<file path="config.mk">
export PLATFORM = sky130hd
export DESIGN_NAME = core_sequencer
export DESIGN_NICKNAME = d
export VERILOG_FILES = /design/src/rtl/core_sequencer.sv
export SDC_FILE = /design/constraint.sdc
export NUM_CORES = 1
export LEC_CHECK = 0
export BUFFER_PORTS_ARGS = -buffer_cell sky130_fd_sc_hd__buf_2
export CAP_MARGIN = 40
export CORE_UTILIZATION = 40
export DETAILED_ROUTE_END_ITERATION = 12
export SLEW_MARGIN = 0
export SYNTH_ARGS = -nofsm -noshare
export SYNTH_HDL_FRONTEND = slang
export SYNTH_SLANG_ARGS = --single-unit
</file>
<file path="constraint.sdc">
create_clock -name clk -period 5 [get_ports clk]
set_clock_uncertainty 0.2 [all_clocks]
set_input_delay 0 -clock clk [delete_from_list [all_inputs] [get_ports clk]]
set_output_delay 0 -clock clk [all_outputs]
set_load 0.01 [all_outputs]
</file>
<file path="src/rtl/core_sequencer.sv">
// Weight-stationary tile sequencer: emits the registered 50-bit core instruction word
// that loads weights, streams activations and drains OFIFO results into PMEM.
//
// state     | meaning
// S_IDLE    | waiting for start, IDLE word on inst
// S_WREAD   | XMEM weight reads into L0, gated by l0_ready
// S_WKERNEL | L0 -> PE array weight load, col cycles
// S_WFLUSH  | IDLE word for row+col cycles
// S_AREAD   | XMEM activation reads into L0, gated by l0_ready
// S_EXEC    | activation streaming, n_act cycles
// S_DRAIN   | OFIFO reads, each followed by a PMEM write
// S_DONE    | one-cycle done pulse
module core_sequencer #(
    parameter int row   = 8,
    parameter int col   = 8,
    parameter int xa_bw = 11,
    parameter int pa_bw = 14
) (
    input  logic             clk,
    input  logic             reset,
    input  logic             start,
    input  logic [xa_bw-1:0] w_base,
    input  logic [xa_bw-1:0] a_base,
    input  logic [xa_bw-1:0] n_act,
    input  logic [pa_bw-1:0] p_base,
    input  logic             l0_ready,
    input  logic             ofifo_valid,
    output logic [49:0]      inst,
    output logic             busy,
    output logic             done
);

    typedef enum logic [2:0] {
        S_IDLE,
        S_WREAD,
        S_WKERNEL,
        S_WFLUSH,
        S_AREAD,
        S_EXEC,
        S_DRAIN,
        S_DONE
    } state_t;

    localparam int CW = xa_bw + 1;
    localparam logic [CW-1:0] COL_C      = CW'(col);
    localparam logic [CW-1:0] KERN_LAST  = CW'(col - 1);
    localparam logic [CW-1:0] FLUSH_LAST = CW'(row + col - 1);
    localparam logic [49:0]   IDLE_WORD  = 50'h1_8001_0018_0000;

    localparam int B_KERNEL = 0;
    localparam int B_EXEC   = 1;
    localparam int B_L0WR   = 3;
    localparam int B_LOAD   = 4;
    localparam int B_OFRD   = 7;
    localparam int B_XWEN   = 19;
    localparam int B_XCEN   = 20;
    localparam int B_PWEN   = 47;
    localparam int B_PCEN   = 48;

    state_t             state_q, state_d;
    logic [49:0]        inst_q, inst_d;
    logic [CW-1:0]      rd_cnt_q, rd_cnt_d;
    logic [CW-1:0]      wr_cnt_q, wr_cnt_d;
    logic [CW-1:0]      tmr_q, tmr_d;
    logic [xa_bw-1:0]   w_base_q, w_base_d;
    logic [xa_bw-1:0]   a_base_q, a_base_d;
    logic [xa_bw-1:0]   n_act_q, n_act_d;
    logic [pa_bw-1:0]   p_base_q, p_base_d;

    logic [CW-1:0]      n_act_ext;
    logic [xa_bw-1:0]   rd_base;
    logic [CW-1:0]      rd_tgt;

    assign n_act_ext = {1'b0, n_act_q};

    always_comb begin
        state_d  = state_q;
        rd_cnt_d = rd_cnt_q;
        wr_cnt_d = wr_cnt_q;
        tmr_d    = tmr_q;
        w_base_d = w_base_q;
        a_base_d = a_base_q;
        n_act_d  = n_act_q;
        p_base_d = p_base_q;
        inst_d   = IDLE_WORD;
        rd_base  = a_base_q;
        rd_tgt   = n_act_ext;

        case (state_q)
            S_IDLE: begin
                if (start) begin
                    w_base_d = w_base;
                    a_base_d = a_base;
                    n_act_d  = n_act;
                    p_base_d = p_base;
                    rd_cnt_d = '0;
                    wr_cnt_d = '0;
                    state_d  = S_WREAD;
                end
            end
            S_WREAD, S_AREAD: begin
                if (inst_q[B_L0WR]) begin
                    wr_cnt_d = wr_cnt_q + CW'(1);
                    if (state_q == S_WREAD && wr_cnt_d == COL_C) begin
                        state_d = S_WKERNEL;
                        tmr_d   = KERN_LAST;
                    end else if (state_q == S_AREAD && wr_cnt_d == n_act_ext) begin
                        state_d = S_EXEC;
                        tmr_d   = n_act_ext - CW'(1);
                    end
                end
            end
            S_WKERNEL: begin
                if (tmr_q == '0) begin
                    state_d = S_WFLUSH;
                    tmr_d   = FLUSH_LAST;
                end else begin
                    tmr_d = tmr_q - CW'(1);
                end
            end
            S_WFLUSH: begin
                if (tmr_q == '0) begin
                    state_d  = (n_act_q == '0) ? S_DONE : S_AREAD;
                    rd_cnt_d = '0;
                    wr_cnt_d = '0;
                end else begin
                    tmr_d = tmr_q - CW'(1);
                end
            end
            S_EXEC: begin
                if (tmr_q == '0) begin
                    state_d  = S_DRAIN;
                    rd_cnt_d = '0;
                    wr_cnt_d = '0;
                end else begin
                    tmr_d = tmr_q - CW'(1);
                end
            end
            S_DRAIN: begin
                if (!inst_q[B_PCEN]) begin
                    wr_cnt_d = wr_cnt_q + CW'(1);
                    if (wr_cnt_d == n_act_ext) begin
                        state_d = S_DONE;
                    end
                end
            end
            S_DONE: begin
                state_d = S_IDLE;
            end
            default: begin
                state_d = S_IDLE;
            end
        endcase

        // inst is registered, so the word is built for the state being entered
        case (state_d)
            S_WREAD, S_AREAD: begin
                inst_d[B_L0WR] = ~inst_q[B_XCEN];
                rd_base = (state_d == S_WREAD) ? w_base_d : a_base_q;
                rd_tgt  = (state_d == S_WREAD) ? COL_C : n_act_ext;
                if (l0_ready && (rd_cnt_d < rd_tgt)) begin
                    inst_d[B_XCEN] = 1'b0;
                    inst_d[B_XWEN] = 1'b1;
                    inst_d[18:8]   = rd_base + rd_cnt_d[xa_bw-1:0];
                    rd_cnt_d       = rd_cnt_d + CW'(1);
                end
            end
            S_WKERNEL: begin
                inst_d[B_LOAD]   = 1'b1;
                inst_d[B_KERNEL] = 1'b1;
            end
            S_EXEC: begin
                inst_d[B_LOAD] = 1'b1;
                inst_d[B_EXEC] = 1'b1;
            end
            S_DRAIN: begin
                if (inst_q[B_OFRD]) begin
                    inst_d[B_PCEN]  = 1'b0;
                    inst_d[B_PWEN]  = 1'b0;
                    inst_d[46:33]   = p_base_q + pa_bw'(wr_cnt_d);
                end
                if (ofifo_valid && (rd_cnt_d < n_act_ext)) begin
                    inst_d[B_OFRD] = 1'b1;
                    rd_cnt_d       = rd_cnt_d + CW'(1);
                end
            end
            default: begin
            end
        endcase
    end

    always_ff @(posedge clk or negedge reset) begin
        if (!reset) begin
            state_q  <= S_IDLE;
            inst_q   <= IDLE_WORD;
            rd_cnt_q <= '0;
            wr_cnt_q <= '0;
            tmr_q    <= '0;
            w_base_q <= '0;
            a_base_q <= '0;
            n_act_q  <= '0;
            p_base_q <= '0;
        end else begin
            state_q  <= state_d;
            inst_q   <= inst_d;
            rd_cnt_q <= rd_cnt_d;
            wr_cnt_q <= wr_cnt_d;
            tmr_q    <= tmr_d;
            w_base_q <= w_base_d;
            a_base_q <= a_base_d;
            n_act_q  <= n_act_d;
            p_base_q <= p_base_d;
        end
    end

    assign inst = inst_q;
    assign busy = (state_q != S_IDLE);
    assign done = (state_q == S_DONE);

endmodule
</file>
* Word level (Yosys, flattened, before mapping) *
Index checks and enable logic that the tools add are counted.

operators by class
  $lt $le $gt $ge = 2
  reductions and logical operators = 15
  bitwise gates (word level) = 1
  eq/ne operators = 17
  $add $sub $neg = 6
  muxes and demuxes = 42

operator list
  kind                                                  number
  two-way mux 12 bit                                    13
  one-hot mux 12 bit (2 select lines)                   2
  one-hot mux 12 bit (4 select lines)                   1
  two-way mux 11 bit                                    4
  one-hot mux 12 bit (3 select lines)                   1
  two-way mux 16 bit                                    2
  two-way mux 3 bit                                     9
  two-way mux 13 bit                                    2
  adder 12 x 1 -> 12 bit, second input constant         2
  less-than comparator 12 x 11 -> 1 bit                 2
  equality test 3 bit, second input constant            7
  one-hot mux 3 bit (7 select lines)                    1
  adder 14 x 12 -> 14 bit                               1
  equality test 12 x 11 -> 1 bit                        1
  equality test 12 x 4 -> 1 bit, second input constant  1
  logical NOT 12 bit                                    1
  subtractor 11 x 1 -> 12 bit, second input constant    1
  subtractor 12 x 1 -> 12 bit, second input constant    1
  adder 11 bit                                          1
  logical NOT 11 bit                                    1
  equality test 3 x 2 -> 1 bit, second input constant   3
  OR reduction 2 bit                                    4
  equality test 3 x 1 -> 1 bit, second input constant   2
  two-way mux 1 bit                                     6
  9 further kinds                                       14

storage, ports and cells
  flip-flop bits (word level) = 120
  word-level logic and storage cells = 92
  output and inout bits = 52

* Longest topological paths before layout *
  depth in word-level cells = 13
  depth in mapped cells = 24
  mapped depth without buffers = 22

* Least setup slack after synthesis *
OpenSTA, ideal clock, no wires.

  path type = flip-flop to flip-flop
  start = register wr_cnt_q[1]
  end = register inst_q[18], in the netlist inst[18]
  cell stages (with the launch flop) = 24
  period minus slack after synthesis = 4.747 ns
  data required time = 4.668 ns
  path slack = 0.253 ns
  data arrival time = 4.415 ns
  setup time = 0.132 ns
  cells stage by stage = dfrtp_1 -> ha_1 -> buf_2 -> and4_1 -> a2111oi_0 -> or3_1 -> nor4b_4 -> or2_2 -> clkbuf_1 -> clkbuf_1 -> mux2_2 -> ha_1 -> inv_1 -> fa_1 -> nor2b_1 -> o21ai_0 -> a21boi_0 -> o21ai_0 -> nand2b_1 -> a21o_1 -> a21oi_1 -> o21ai_0 -> xnor2_1 -> nor2_1

on the way
  word-level cells in the longest chain between the ends = 13
  elaborated cells on any way between the ends = 21

RTL lines
  element                                 RTL line       RTL
  start, declared                         63             logic [CW-1:0] wr_cnt_q, wr_cnt_d;
  start signal, assigned                  207            wr_cnt_q <= wr_cnt_d;
  adder 12 x 1 -> 12 bit (*)              103, 141
  equality test 12 x 11 -> 1 bit          107, 142
  logical AND 1 bit                       107            end else if (state_q == S_AREAD && wr_cnt_d == n_act_ext) begin
  two-way mux 3 bit                       107
  two-way mux 3 bit                       104            if (state_q == S_WREAD && wr_cnt_d == COL_C) begin
  two-way mux 3 bit                       102            if (inst_q[B_L0WR]) begin
  one-hot mux 3 bit (7 select lines) (*)  89             case (state_q)
  equality test 3 x 1 -> 1 bit            156, 159, 160
  two-way mux 11 bit                      160            rd_tgt = (state_d == S_WREAD) ? COL_C : n_act_ext;
  less-than comparator 12 x 11 -> 1 bit   161            if (l0_ready && (rd_cnt_d < rd_tgt)) begin
  logical AND 1 bit                       161
  two-way mux 13 bit                      161
  two-way mux 13 bit (*)                  156            case (state_d)
  net inst_d[18]                          61             logic [49:0] inst_q, inst_d;
  end signal, assigned                    205            inst_q <= inst_d;
  end, declared                           61

The timed path passes the listed nets; every way through them passes the cells marked *.
A chain may end at the register's enable or synchronous reset.

* Final worst setup path *
  start = register wr_cnt_q[1]
  end = register rd_cnt_q[9]

on the way
  word-level cells in the longest chain between the ends = 13
  elaborated cells on any way between the ends = 20

RTL lines
  element                                  RTL line  RTL
  adder 12 x 1 -> 12 bit (*)               103, 141
  equality test 12 x 11 -> 1 bit           107, 142
  logical AND 1 bit                        107
  two-way mux 3 bit                        107
  two-way mux 3 bit                        104
  two-way mux 3 bit                        102
  one-hot mux 3 bit (7 select lines) (*)   89
  equality test 3 x 1 -> 1 bit             156, 160
  two-way mux 11 bit                       160
  less-than comparator 12 x 11 -> 1 bit    161
  logical AND 1 bit                        161
  two-way mux 12 bit                       161
  one-hot mux 12 bit (2 select lines) (*)  156
  net rd_cnt_d[9]                          62        logic [CW-1:0] rd_cnt_q, rd_cnt_d;
  end signal, assigned                     206       rd_cnt_q <= rd_cnt_d;
  end, declared                            62

Marks and branches as above.

==> qor.csv <==
stage,metric,value,unit
run_status,outcome,completed,
synth,synth_edf_count,0,
global_routing,grt-ovfl-total,0,
sta,finalHoldViolations,0,
cells_and_area,antenna_cells,0,
job,max_cap_violations,0,
power,p_comb_share,37.5,%
clock_network,cts_buffers,17,
sta,finalSetupViolCount,0,
sta,timing.hold.ws,0.1217,ns
worst_setup_path,critPathRequiredTime,5.09,ns
worst_setup_path,path_class,flop to flop,
global_routing,antenna_found_initial,0,
global_routing,grt_max_degree,46,
placed_design,numPortBuffers,86,
die,num_rows,49,
die,initial_core_util,41.09,%
sta,worst_pin_slew,0.7164,ns
power,sequentialPowerShare,31.6,%
global_routing,grt_pass1_vias,6170,
synth,synth_area,7406,µm²
global_routing,top_usage_layer,met2,
placed_design,gp_congestion,0.8822,
synth,yosysUniqueCellTypes,69,
clock_network,clk_pin_slew_worst_paths,0.06,ns
detailed_routing,drt_wl_total,19.13,mm
synth,avgSynthCellArea,9.281,µm²
synth,synth-seq-cells,118,
cells_and_area,nNetsFinal,1036,
sta,rsz0062_at_grt,false,
global_routing,met3_usage,4.745,%
die,fp.dieH,138.1,µm
placed_design,dp_hpwl,13.88,mm
clock_network,htreeDepth,4,
cells_and_area,layoutNonFillerInstCount,1178,
global_routing,use_met1,26.38,%
global_routing,grt_first_pass_wirelength,31.69,mm
worst_setup_path,end_kind,flop,
synth,synthFlopType,dfrtp_1,
die,coreArea,18020,µm²
power,ir_worst_vdd,273.0,µV
clock_network,cts_root_buf,clkbuf_16,
clock_network,cts_buffer_depth,2,
clock_network,clock_latency,0.42,ns
synth,synth_seq_area_share,39.91,%
cells_and_area,fill_cells,1676,
detailed_routing,route.detailed.drc,0,
synth,synth_warnings,0,
power,p_sw,1.591,mW
sta,period_share,92.37,%
sta,period_minus_slack,4.618,ns
detailed_routing,vias_per_cell,5.309,
sta,setup_tns,0,ns
placed_design,dp_cells,1093,
cells_and_area,area_growth,25.88,%
worst_setup_path,crit_fanout,17,
sta,max_freq,0.2165,GHz
clock_network,cts_sinks,118,
synth,synth_cells,798,
cells_and_area,drive_gt1_share,21.50,%
worst_setup_path,crit_arrival,4.71,ns
detailed_routing,drtPass1Iterations,5,
power,power_frac_clock,30.9,%
clock_network,cts_tree,yes,
detailed_routing,drtIter0Drc,428,
power,p_int,2.972,mW
global_routing,grt_use_total,20.64,%
die,die_w,138.1,µm
synth,ys_async_sr_fraction,100.0,%
power,switching_share,34.86,%
global_routing,use_met2,34.58,%
power,power_leakage,4.331,nW
min_path,min_path_type,input port to flop,
detailed_routing,num_vias,6254,
power,p_per_area,489.4,nW/µm²
detailed_routing,routedWlPerCell,16.24,µm
die,die_area,19060,µm²
worst_setup_path,worstSetupStartpointType,flop,
sta,relSlewSlack,51.98,%
sta,slew_violations,0,
die,io_pins,104,
detailed_routing,ant_nets,0,
layout make-up:
| class | count | area, µm² | area share, % |
|---|---|---|---|
| Clock buffer | 20 | 456.7 | 4.899 |
| Clock inverter | 12 | 222.7 | 2.389 |
| Inverter | 47 | 176.4 | 1.892 |
| Multi-Input combinational cell | 592 | 4079 | 43.75 |
| Sequential cell | 118 | 2955 | 31.70 |
| Tap cell | 229 | 286.5 | 3.073 |
| Timing Repair Buffer | 160 | 1146 | 12.29 |
routing by layer:
metal	wire length (µm)	up-vias	part of all wire, %
met5	0	-	0
li1	-	3043	-
met4	293	0	1.5
met1	8655	3041	45
met3	871	22	4.6
met2	9304	148	49
power by group through the flow:
stage               Sequential (mW)  Clock, mW  Combinational [mW]
floorplan                      1.37          0                1.26
CTS                            1.44       1.44                1.70
detailed placement             1.45          0                1.65
global route                   1.48       1.47                1.91
finish                         1.44       1.41                1.71
global placement               1.45          0                1.63
worst paths after layout:
path | slack [ns] | startpoint | depth (start not counted) | end
setup / recovery | 0.38 | wr_cnt_q[1]$_DFF_PN0_ | 18 | rd_cnt_q[9]$_DFF_PN0_
hold / removal | 0.12 | n_act[9] | 4 | n_act_q[9]$_DFFE_PN0P_
setup reg to reg | 0.38 | wr_cnt_q[1]$_DFF_PN0_ | 18 | rd_cnt_q[9]$_DFF_PN0_
hold reg to reg | 0.29 | w_base_q[2]$_DFF_PN0_ | 1 | w_base_q[2]$_DFF_PN0_
max in group asynchronous | 3.58 | reset | 4 | tmr_q[8]$_DFFE_PN0P_
min in group asynchronous | 0.47 | reset | 4 | a_base_q[0]$_DFFE_PN0P_
what timing repair did:
item | 4_1_cts | 5_1_grt
hold buffers | 51 | 0
endpoints found under the hold margin | 165 | 0
setup endpoints to repair | 0 | 13
gates resized for setup | 0 | 8
setup buffers | 0 | 2
cells in the mapped netlist (8+ instances only):
library cell / number / area, µm²
nand2_1: 73 / 274.0
o21ai_0: 65 / 325.3
mux2_2: 44 / 495.5
nand3_1: 8 / 40.04
clkbuf_1: 30 / 112.6
nand4_1: 12 / 75.07
and2_1: 14 / 87.58
a21oi_1: 35 / 175.2
inv_1: 46 / 172.7
xor2_1: 12 / 105.1
xnor2_1: 39 / 341.6
nor2_1: 66 / 247.7
dfrtp_1: 116 / 2903
nor3_1: 20 / 100.1
buf_4: 19 / 142.6
ha_1: 46 / 575.6
nor2b_1: 10 / 62.56
and3_1: 9 / 56.30
logic make-up (layout without fill, tap and decap cells):
group           after synthesis  in the layout  synth area share [%]
compound gates              170            170                 14.07
xor+xnor                     51             51                 6.031
fa+ha+maj                    48             48                 8.312
buf+inv                     103            239                 6.285
flops                       118            118                 39.91
mux                          53             53                 7.974
other cells                   2             17                0.1014
simple gates                253            253                 17.32
state kept, by name, summed over array words and instances, names as in the netlist:
signal	count
wr_cnt_q	12
a_base_q	11
inst	32
p_base_q	14
state_q	3
rd_cnt_q	12
w_base_q	11
tmr_q	12
n_act_q	11
stage by stage:
stage	cell area, µm²	worst slack, ns	power, mW	utilization [%]
detailed placement	8071	0.2134	3.105	44.78
finish	9323	0.3815	4.563	51.72
CTS	9271	0.1471	4.575	51.44
floorplan	7462	0.2534	2.634	-
global route	9323	0.03311	4.858	51.72
global placement	8036	0.2016	3.081	44.59
critical path: stages (launching register included):
cell and delay [ns]:
dfrtp_1 0.44, ha_1 0.23, buf_4 0.17, a21oi_1 0.11, o21ai_0 0.08, a221o_1 0.36, nor4b_4 0.29, or2_4 0.29
nand2_1 0.10, ha_1 0.30, a21oi_1 0.14, o21ai_0 0.12, a221oi_2 0.30, o21ai_0 0.21, a211oi_1 0.28, mux2i_1 0.18
nand2_2 0.23, nand4_1 0.14, mux2_1 0.33
layout by cell type, fill, tap and decap left out, types with 6 or more instances in the layout:
cell type      Yosys  routed
xor2_1            12      12
bufinv_16          0       6
o31ai_1            7       7
a21oi_1           35      35
a21o_1             7       7
clkbuf_16          0      17
buf_4             19      23
nand2b_1           7       7
a31oi_1            6       6
nand3_1            8       8
buf_2              6      85
xnor2_1           39      39
o22ai_1            6       6
nor3_1            20      20
dlygate4sd3_1      0      50
nand4_1           12      12
and3_1             9       8
nand2_1           73      73
o21ai_0           65      64
a22oi_1            6       6
inv_1             46      46
mux2_2            44      44
conb_1             2      17
nor4_1             7       7
dfrtp_1          116     116
nor2_1            66      66
ha_1              46      46
and2_1            14      14
nor2b_1           10      10
(Power assumes the default switching activity.)
